--- config.mk ---
export PLATFORM = sky130hd
export DESIGN_NAME = muldiv_ctrl
export DESIGN_NICKNAME = d
export VERILOG_FILES = /design/src/rtl/muldiv_ctrl_pkg.sv /design/src/rtl/muldiv_ctrl_div_iter.sv /design/src/rtl/muldiv_ctrl.sv
export SDC_FILE = /design/constraint.sdc
export NUM_CORES = 1
export LEC_CHECK = 0
export ABC_AREA = 1
export BUFFER_PORTS_ARGS = -buffer_cell sky130_fd_sc_hd__buf_2
export CORE_UTILIZATION = 25
export DETAILED_ROUTE_END_ITERATION = 10
export PLACE_DENSITY = 0.43
export SKIP_CTS_REPAIR_TIMING = 1
export SLEW_MARGIN = 20
export SYNTH_ARGS = -nofsm -noshare
export SYNTH_HDL_FRONTEND = slang
export SYNTH_SLANG_ARGS = --single-unit
--- constraint.sdc ---
create_clock -name clk -period 2.67 [get_ports clk]
set_input_delay 0.534 -clock clk [delete_from_list [all_inputs] [get_ports clk]]
set_output_delay 0.534 -clock clk [all_outputs]
set_load 0.02 [all_outputs]
--- src/rtl/muldiv_ctrl_pkg.sv ---
// Shared constants and types for the multiply/divide controller.
// Holds op encodings, FSM states, iteration count and the divide-by-zero quotient.
package muldiv_ctrl_pkg;

   localparam logic [1:0] md_mult  = 2'b00;
   localparam logic [1:0] md_multu = 2'b01;
   localparam logic [1:0] md_div   = 2'b10;
   localparam logic [1:0] md_divu  = 2'b11;

   localparam int ITER_COUNT = 32;

   localparam logic [31:0] DIV0_QUOT = 32'hFFFF_FFFF;

   typedef enum logic [1:0] {
      ST_IDLE = 2'd0,
      ST_MUL  = 2'd1,
      ST_DIV  = 2'd2,
      ST_DONE = 2'd3
   } md_state_t;

endpackage

--- src/rtl/muldiv_ctrl_div_iter.sv ---
// Restoring-divide datapath on unsigned magnitudes; one quotient bit per step.
// Sequencing and sign handling live in muldiv_ctrl.
module muldiv_div_iter #(
   parameter int W = 32
) (
   input  logic         clk,
   input  logic         resetn,
   input  logic         load_i,
   input  logic         step_i,
   input  logic [W-1:0] dividend_i,
   input  logic [W-1:0] divisor_i,
   output logic [W-1:0] rem_o,
   output logic [W-1:0] quot_o
);

   logic [W-1:0] rem_q, rem_d;
   logic [W-1:0] quot_q, quot_d;
   logic [W:0]   shifted;
   logic [W:0]   diff;

   // Dividend bits shift out of the top of quot_q into the partial remainder.
   always_comb begin
      rem_d   = rem_q;
      quot_d  = quot_q;
      shifted = {rem_q, quot_q[W-1]};
      diff    = shifted - {1'b0, divisor_i};
      if (load_i) begin
         rem_d  = '0;
         quot_d = dividend_i;
      end else if (step_i) begin
         if (!diff[W]) begin
            rem_d  = diff[W-1:0];
            quot_d = {quot_q[W-2:0], 1'b1};
         end else begin
            rem_d  = shifted[W-1:0];
            quot_d = {quot_q[W-2:0], 1'b0};
         end
      end
   end

   always_ff @(posedge clk or negedge resetn) begin
      if (!resetn) begin
         rem_q  <= '0;
         quot_q <= '0;
      end else begin
         rem_q  <= rem_d;
         quot_q <= quot_d;
      end
   end

   assign rem_o  = rem_q;
   assign quot_o = quot_q;

endmodule

--- src/rtl/muldiv_ctrl.sv ---
// Multi-cycle MULT/MULTU/DIV/DIVU sequencer owning architectural HI/LO.
// Define MULDIV_FAST_MUL_EN for a registered single-cycle multiplier instead of shift-add.
module muldiv_ctrl
   import muldiv_ctrl_pkg::*;
#(
   parameter int XLEN = 32
) (
   input  logic            clk,
   input  logic            resetn,
   input  logic            start_i,
   input  logic [1:0]      op_i,
   input  logic [XLEN-1:0] src_a_i,
   input  logic [XLEN-1:0] src_b_i,
   input  logic            flush_i,
   input  logic            hilo_we_i,
   input  logic            hilo_sel_i,
   input  logic [XLEN-1:0] hilo_wdata_i,
   output logic            busy_o,
   output logic            done_o,
   output logic [XLEN-1:0] hi_o,
   output logic [XLEN-1:0] lo_o
);

   md_state_t         state_q, state_d;
   logic [4:0]        cnt_q, cnt_d;
   logic              is_div_q, is_div_d;
   logic              neg_res_q, neg_res_d;
   logic              neg_rem_q, neg_rem_d;
   logic              div_zero_q, div_zero_d;
   logic [XLEN-1:0]   a_mag_q, a_mag_d;
   logic [XLEN-1:0]   b_mag_q, b_mag_d;
   logic [XLEN-1:0]   src_a_q, src_a_d;
   logic [XLEN-1:0]   hi_q, hi_d;
   logic [XLEN-1:0]   lo_q, lo_d;
   logic [2*XLEN-1:0] prod_q, prod_d;

   logic              accept;
   logic              is_signed, a_neg, b_neg;
   logic [XLEN-1:0]   a_mag, b_mag;
   logic [XLEN:0]     mul_sum;
   logic [2*XLEN-1:0] prod_fixed;
   logic              div_load, div_step;
   logic [XLEN-1:0]   div_rem, div_quot;

`ifdef MULDIV_FAST_MUL_EN
   logic signed [XLEN:0]     fast_a, fast_b;
   logic signed [2*XLEN-1:0] fast_prod;
   assign fast_a    = {is_signed & src_a_i[XLEN-1], src_a_i};
   assign fast_b    = {is_signed & src_b_i[XLEN-1], src_b_i};
   assign fast_prod = fast_a * fast_b;
`endif

   muldiv_div_iter #(.W(XLEN)) u_div_iter (
      .clk        (clk),
      .resetn     (resetn),
      .load_i     (div_load),
      .step_i     (div_step),
      .dividend_i (a_mag),
      .divisor_i  (b_mag_q),
      .rem_o      (div_rem),
      .quot_o     (div_quot)
   );

   // Signed ops run on magnitudes; the sign fix-up is applied once in DONE.
   always_comb begin
      state_d    = state_q;
      cnt_d      = cnt_q;
      is_div_d   = is_div_q;
      neg_res_d  = neg_res_q;
      neg_rem_d  = neg_rem_q;
      div_zero_d = div_zero_q;
      a_mag_d    = a_mag_q;
      b_mag_d    = b_mag_q;
      src_a_d    = src_a_q;
      hi_d       = hi_q;
      lo_d       = lo_q;
      prod_d     = prod_q;
      busy_o     = 1'b0;
      done_o     = 1'b0;
      div_load   = 1'b0;
      div_step   = 1'b0;

      is_signed  = ~op_i[0];
      a_neg      = is_signed & src_a_i[XLEN-1];
      b_neg      = is_signed & src_b_i[XLEN-1];
      a_mag      = a_neg ? -src_a_i : src_a_i;
      b_mag      = b_neg ? -src_b_i : src_b_i;
      accept     = (state_q == ST_IDLE) & start_i & ~flush_i;
      mul_sum    = {1'b0, prod_q[2*XLEN-1:XLEN]} + (prod_q[0] ? {1'b0, a_mag_q} : '0);
      prod_fixed = neg_res_q ? -prod_q : prod_q;

      case (state_q)
         ST_IDLE: begin
            if (hilo_we_i && !flush_i) begin
               if (hilo_sel_i) hi_d = hilo_wdata_i;
               else            lo_d = hilo_wdata_i;
            end
            if (accept) begin
               busy_o     = 1'b1;
               cnt_d      = '0;
               is_div_d   = op_i[1];
               neg_res_d  = a_neg ^ b_neg;
               neg_rem_d  = a_neg;
               div_zero_d = (src_b_i == '0);
               a_mag_d    = a_mag;
               b_mag_d    = b_mag;
               src_a_d    = src_a_i;
               if (op_i[1]) begin
                  div_load = 1'b1;
                  state_d  = ST_DIV;
               end else begin
`ifdef MULDIV_FAST_MUL_EN
                  prod_d    = fast_prod;
                  neg_res_d = 1'b0;
                  state_d   = ST_DONE;
`else
                  prod_d  = {{XLEN{1'b0}}, b_mag};
                  state_d = ST_MUL;
`endif
               end
            end
         end
         ST_MUL: begin
            busy_o = 1'b1;
            prod_d = {mul_sum, prod_q[XLEN-1:1]};
            cnt_d  = cnt_q + 5'd1;
            if (cnt_q == 5'(ITER_COUNT - 1)) state_d = ST_DONE;
         end
         ST_DIV: begin
            busy_o   = 1'b1;
            div_step = 1'b1;
            cnt_d    = cnt_q + 5'd1;
            if (cnt_q == 5'(ITER_COUNT - 1)) state_d = ST_DONE;
         end
         ST_DONE: begin
            done_o  = 1'b1;
            state_d = ST_IDLE;
            if (!is_div_q) begin
               {hi_d, lo_d} = prod_fixed;
            end else if (div_zero_q) begin
               lo_d = DIV0_QUOT;
               hi_d = src_a_q;
            end else begin
               lo_d = neg_res_q ? -div_quot : div_quot;
               hi_d = neg_rem_q ? -div_rem : div_rem;
            end
         end
         default: state_d = ST_IDLE;
      endcase

      // A flush cancels the in-flight op outright, including a pending commit.
      if (flush_i) begin
         state_d  = ST_IDLE;
         cnt_d    = '0;
         done_o   = 1'b0;
         div_step = 1'b0;
         if (state_q == ST_DONE) begin
            hi_d = hi_q;
            lo_d = lo_q;
         end
      end
   end

   always_ff @(posedge clk or negedge resetn) begin
      if (!resetn) begin
         state_q    <= ST_IDLE;
         cnt_q      <= '0;
         is_div_q   <= 1'b0;
         neg_res_q  <= 1'b0;
         neg_rem_q  <= 1'b0;
         div_zero_q <= 1'b0;
         a_mag_q    <= '0;
         b_mag_q    <= '0;
         src_a_q    <= '0;
         hi_q       <= '0;
         lo_q       <= '0;
         prod_q     <= '0;
      end else begin
         state_q    <= state_d;
         cnt_q      <= cnt_d;
         is_div_q   <= is_div_d;
         neg_res_q  <= neg_res_d;
         neg_rem_q  <= neg_rem_d;
         div_zero_q <= div_zero_d;
         a_mag_q    <= a_mag_d;
         b_mag_q    <= b_mag_d;
         src_a_q    <= src_a_d;
         hi_q       <= hi_d;
         lo_q       <= lo_d;
         prod_q     <= prod_d;
      end
   end

   assign hi_o = hi_q;
   assign lo_o = lo_q;

endmodule

==> reports/summary.md <==
The flow ran to the end, and the final reports show no timing, DRC or antenna violations. The logs give 34.5 mW for the final total power and 0 for the remaining antenna violation count after routing. Counting every net in the synthesized netlist gives 3864.

In the routed design, unresolved DRC markers number 0. The clock reaches the later pin of the worst-skew pair after 0.60 ns. Of the available clock period, the critical path in the final layout requires 97.6%.

The floorplan die height works out to 309 µm. The run gives 0 as the aggregate global routing overflow. The number of register bits inferred by synthesis works out to 298. The count of warnings emitted by yosys is 0.

Kind of launch point of the worst setup path: a flop. The path class of the tightest hold or removal check is in -> reg. Compared with the post-synthesis result, the final layout area differs by 20.1%.

The tools report the post-place instance area as 26800 µm². In the layout the commonest cells are nand2_1 (1156), nor2_1 (428), inv_1 (413). For the placement row count, the log shows 112. Total via count in the routed design: 25200. The repair_antennas step left the layout with diodes totalling 0. In this run, distinct cell masters in the synthesized netlist total 52. The element type at the critical path end is a flop.

The run gives 111000 µm as the sum of routed wire length over all layers. Headroom to the max-slew limit came out at 36.0%. At the pin with the least slew margin, the transition time is 0.950 ns.

Global routing used 23.1% of the available tracks across all layers. The clock transition at the registers of the reported paths is 0.06 ns. Max-cap violations in this run came to 0.

The run gives 298 as the clock sink count. The congestion estimate from routability-driven global placement came to 0.976. Subtracting the final worst setup slack from the clock period gives 2.61 ns. The arrival time at the worst endpoint was 3.09 ns. TritonCTS built the clock tree.

For the final database, setup skew stands at 0.0411 ns. The die footprint is 95500 µm², and the maximum clock rate is 384 MHz. For this design the static power due to leakage is 14.5 nW. The tools report the initial antenna violation count as 2. Pin count of the biggest net entering global routing: 104.

The ratio of cells with drive above 1 in the final layout was 13.3%. For the core area, the log shows 93300 µm². The final-report max-slew violation count is 0. The run gives 40 as the number of CTS-inserted buffers.

The count of buffers added on input and output ports is 169. Number of endpoints failing setup at the final stage: 0. After detailed placement, the design holds a cell count of 5140. The I/O pin count was 170; the detailed placer's ending HPWL was 90000 µm.

The clock tree synthesis step divided the H-tree into 2 levels. The post-detailed-route via-to-cell ratio is 4.84, and the gate count of the mapped netlist is 3683. Each instance of the synthesized netlist takes up on average 6.40 µm². For the area of all placed cells without fillers, the log shows 28300 µm². The tools report the detailed router's first-iteration violation count as 2371.

For this run, the register share of the synthesized area comes to 31.6%. For this run, the share of the core covered by cells in the final layout is 30.3%. Detailed-route wire length per cell: 21.3 µm. STA puts the critical path data required time at 3.15 ns. The first global-routing pass estimated 163000 µm of wire. The first-pass iteration count of the detailed router was 5.

The initial standard-cell utilization of the core was 25.3%. In this run the worst path has a maximum fanout of 27. For this design the ratio of total power to cell area is 1220 nW/µm². The tools report the number of failing hold endpoints at the final stage as 0. The run gives 5213 as the final non-filler cell total.

The start-to-end type of the worst setup path was reg -> reg. The tree is rooted in a clkbuf_16. Horizontal die dimension: 309 µm. In this run the deepest clock path goes through 3 buffers. The summed instance area of the synthesized netlist was 23600 µm². For this run, the post-layout net count is 4111. The worst voltage drop across the vdd grid came out at 534 µV. Most frequent standard cell in the layout excluding fill and tap cells: nand2_1. The run gives 24400 as the number of global-route vias before repair.
critical path: stages, from the launching register on:
cell	delay, ns
dfrtp_1	0.40
buf_12	0.18
inv_2	0.07
nand2_2	0.11
nor2_4	0.25
nand3_1	0.21
nand2_1	0.23
nand2_1	0.11
o21ai_0	0.40
nand2_1	0.31
a2bb2oi_1	0.21
final timing paths:
| kind | from | endpoint | slack (ns) | cells past startpoint |
|---|---|---|---|---|
| max | prod_q[0] | hi_o[1] | 0.06 | 10 |
| min | hilo_wdata_i[4] | lo_o[4] | 0.23 | 3 |
| max reg2reg | prod_q[0] | hi_o[1] | 0.06 | 10 |
| min reg2reg | src_a_q[7] | src_a_q[7] | 0.48 | 2 |
| max in group asynchronous | resetn | cnt_q[4] | 1.50 | 3 |
| min in group asynchronous | resetn | lo_o[7] | 0.49 | 2 |
layout make-up:
class	instances	area (µm²)
multi-input cells	2831	14000
well taps	1254	1570
flip-flops and latches	298	7460
fillers	10600	65000
inverters	427	1600
clock inverters	14	195
clock buffers	57	1220
repair buffers	332	2280
metal layers:
layer	track usage, %	vias up	wire [µm]
li1	-	12400	-
met1	32.0	12000	51400
met2	36.9	647	50400
met3	3.01	123	5740
met4	7.43	0	3760
met5	0	-	0
cell usage after synthesis (all sizes together):
cell / n / area share [%]
a211oi: 1 / 0.053
a21boi: 19 / 0.60
a21o: 11 / 0.35
a21oi: 197 / 4.3
a22oi: 2 / 0.064
a2bb2oi: 4 / 0.15
a31oi: 14 / 0.37
and3: 2 / 0.053
buf: 67 / 1.6
clkbuf: 60 / 0.96
dfrtp: 298 / 32
fa: 2 / 0.17
ha: 75 / 4.0
inv: 427 / 6.8
nand2: 1184 / 19
nand3: 298 / 6.5
nand3b: 11 / 0.35
nand4: 52 / 1.4
nor2: 446 / 7.5
nor3: 30 / 0.68
nor4: 7 / 0.19
o211ai: 24 / 0.76
o21a: 6 / 0.19
o21ai: 246 / 5.3
o21bai: 13 / 0.59
o221ai: 38 / 1.4
o22ai: 29 / 0.77
o311ai: 1 / 0.037
o31ai: 3 / 0.096
or2: 35 / 0.93
xnor2: 24 / 0.89
xor2: 57 / 2.1
registers in the layout, summed over array words and instances, names as in the netlist:
register,cells
src_a_q,31
cnt_q,5
hi_o,32
u_div_iter.quot_o,32
state_q,2
u_div_iter.rem_o,32
lo_o,32
neg_res_q,1
prod_q,64
a_mag_q,32
neg_rem_q,1
is_div_q,1
b_mag_q,32
div_zero_q,1
through the flow:
stage                     setup WS, ns  hold WS [ns]  setup TNS, ns
final                           0.0647         0.231              0
after floorplan                  0.175         0.238              0
after global routing          -0.00875         0.226       -0.00875
after detailed placement        0.0392         0.465              0
after global placement          0.0444         0.460              0
after CTS                       0.0788       -0.0939              0
cell families after synthesis:
kind of cell | Yosys count | synth area share, %
XOR/XNOR | 81 | 3.01
flip-flops | 298 | 31.6
buffers and inverters | 554 | 9.36
adder cells (fa/ha/maj) | 77 | 4.15
AO/OA/AOI/OAI | 608 | 15.1
AND/OR/NAND/NOR | 2065 | 36.8
power by group:
group,leakage (nW),internal [mW],total (mW),switching (mW)
clock,0.697,3.56,5.92,2.36
sequential,3.73,6.41,8.25,1.84
combinational,10.0,6.44,20.3,13.8
total,14.5,16.4,34.5,18.0
(Power assumes the default switching activity.)
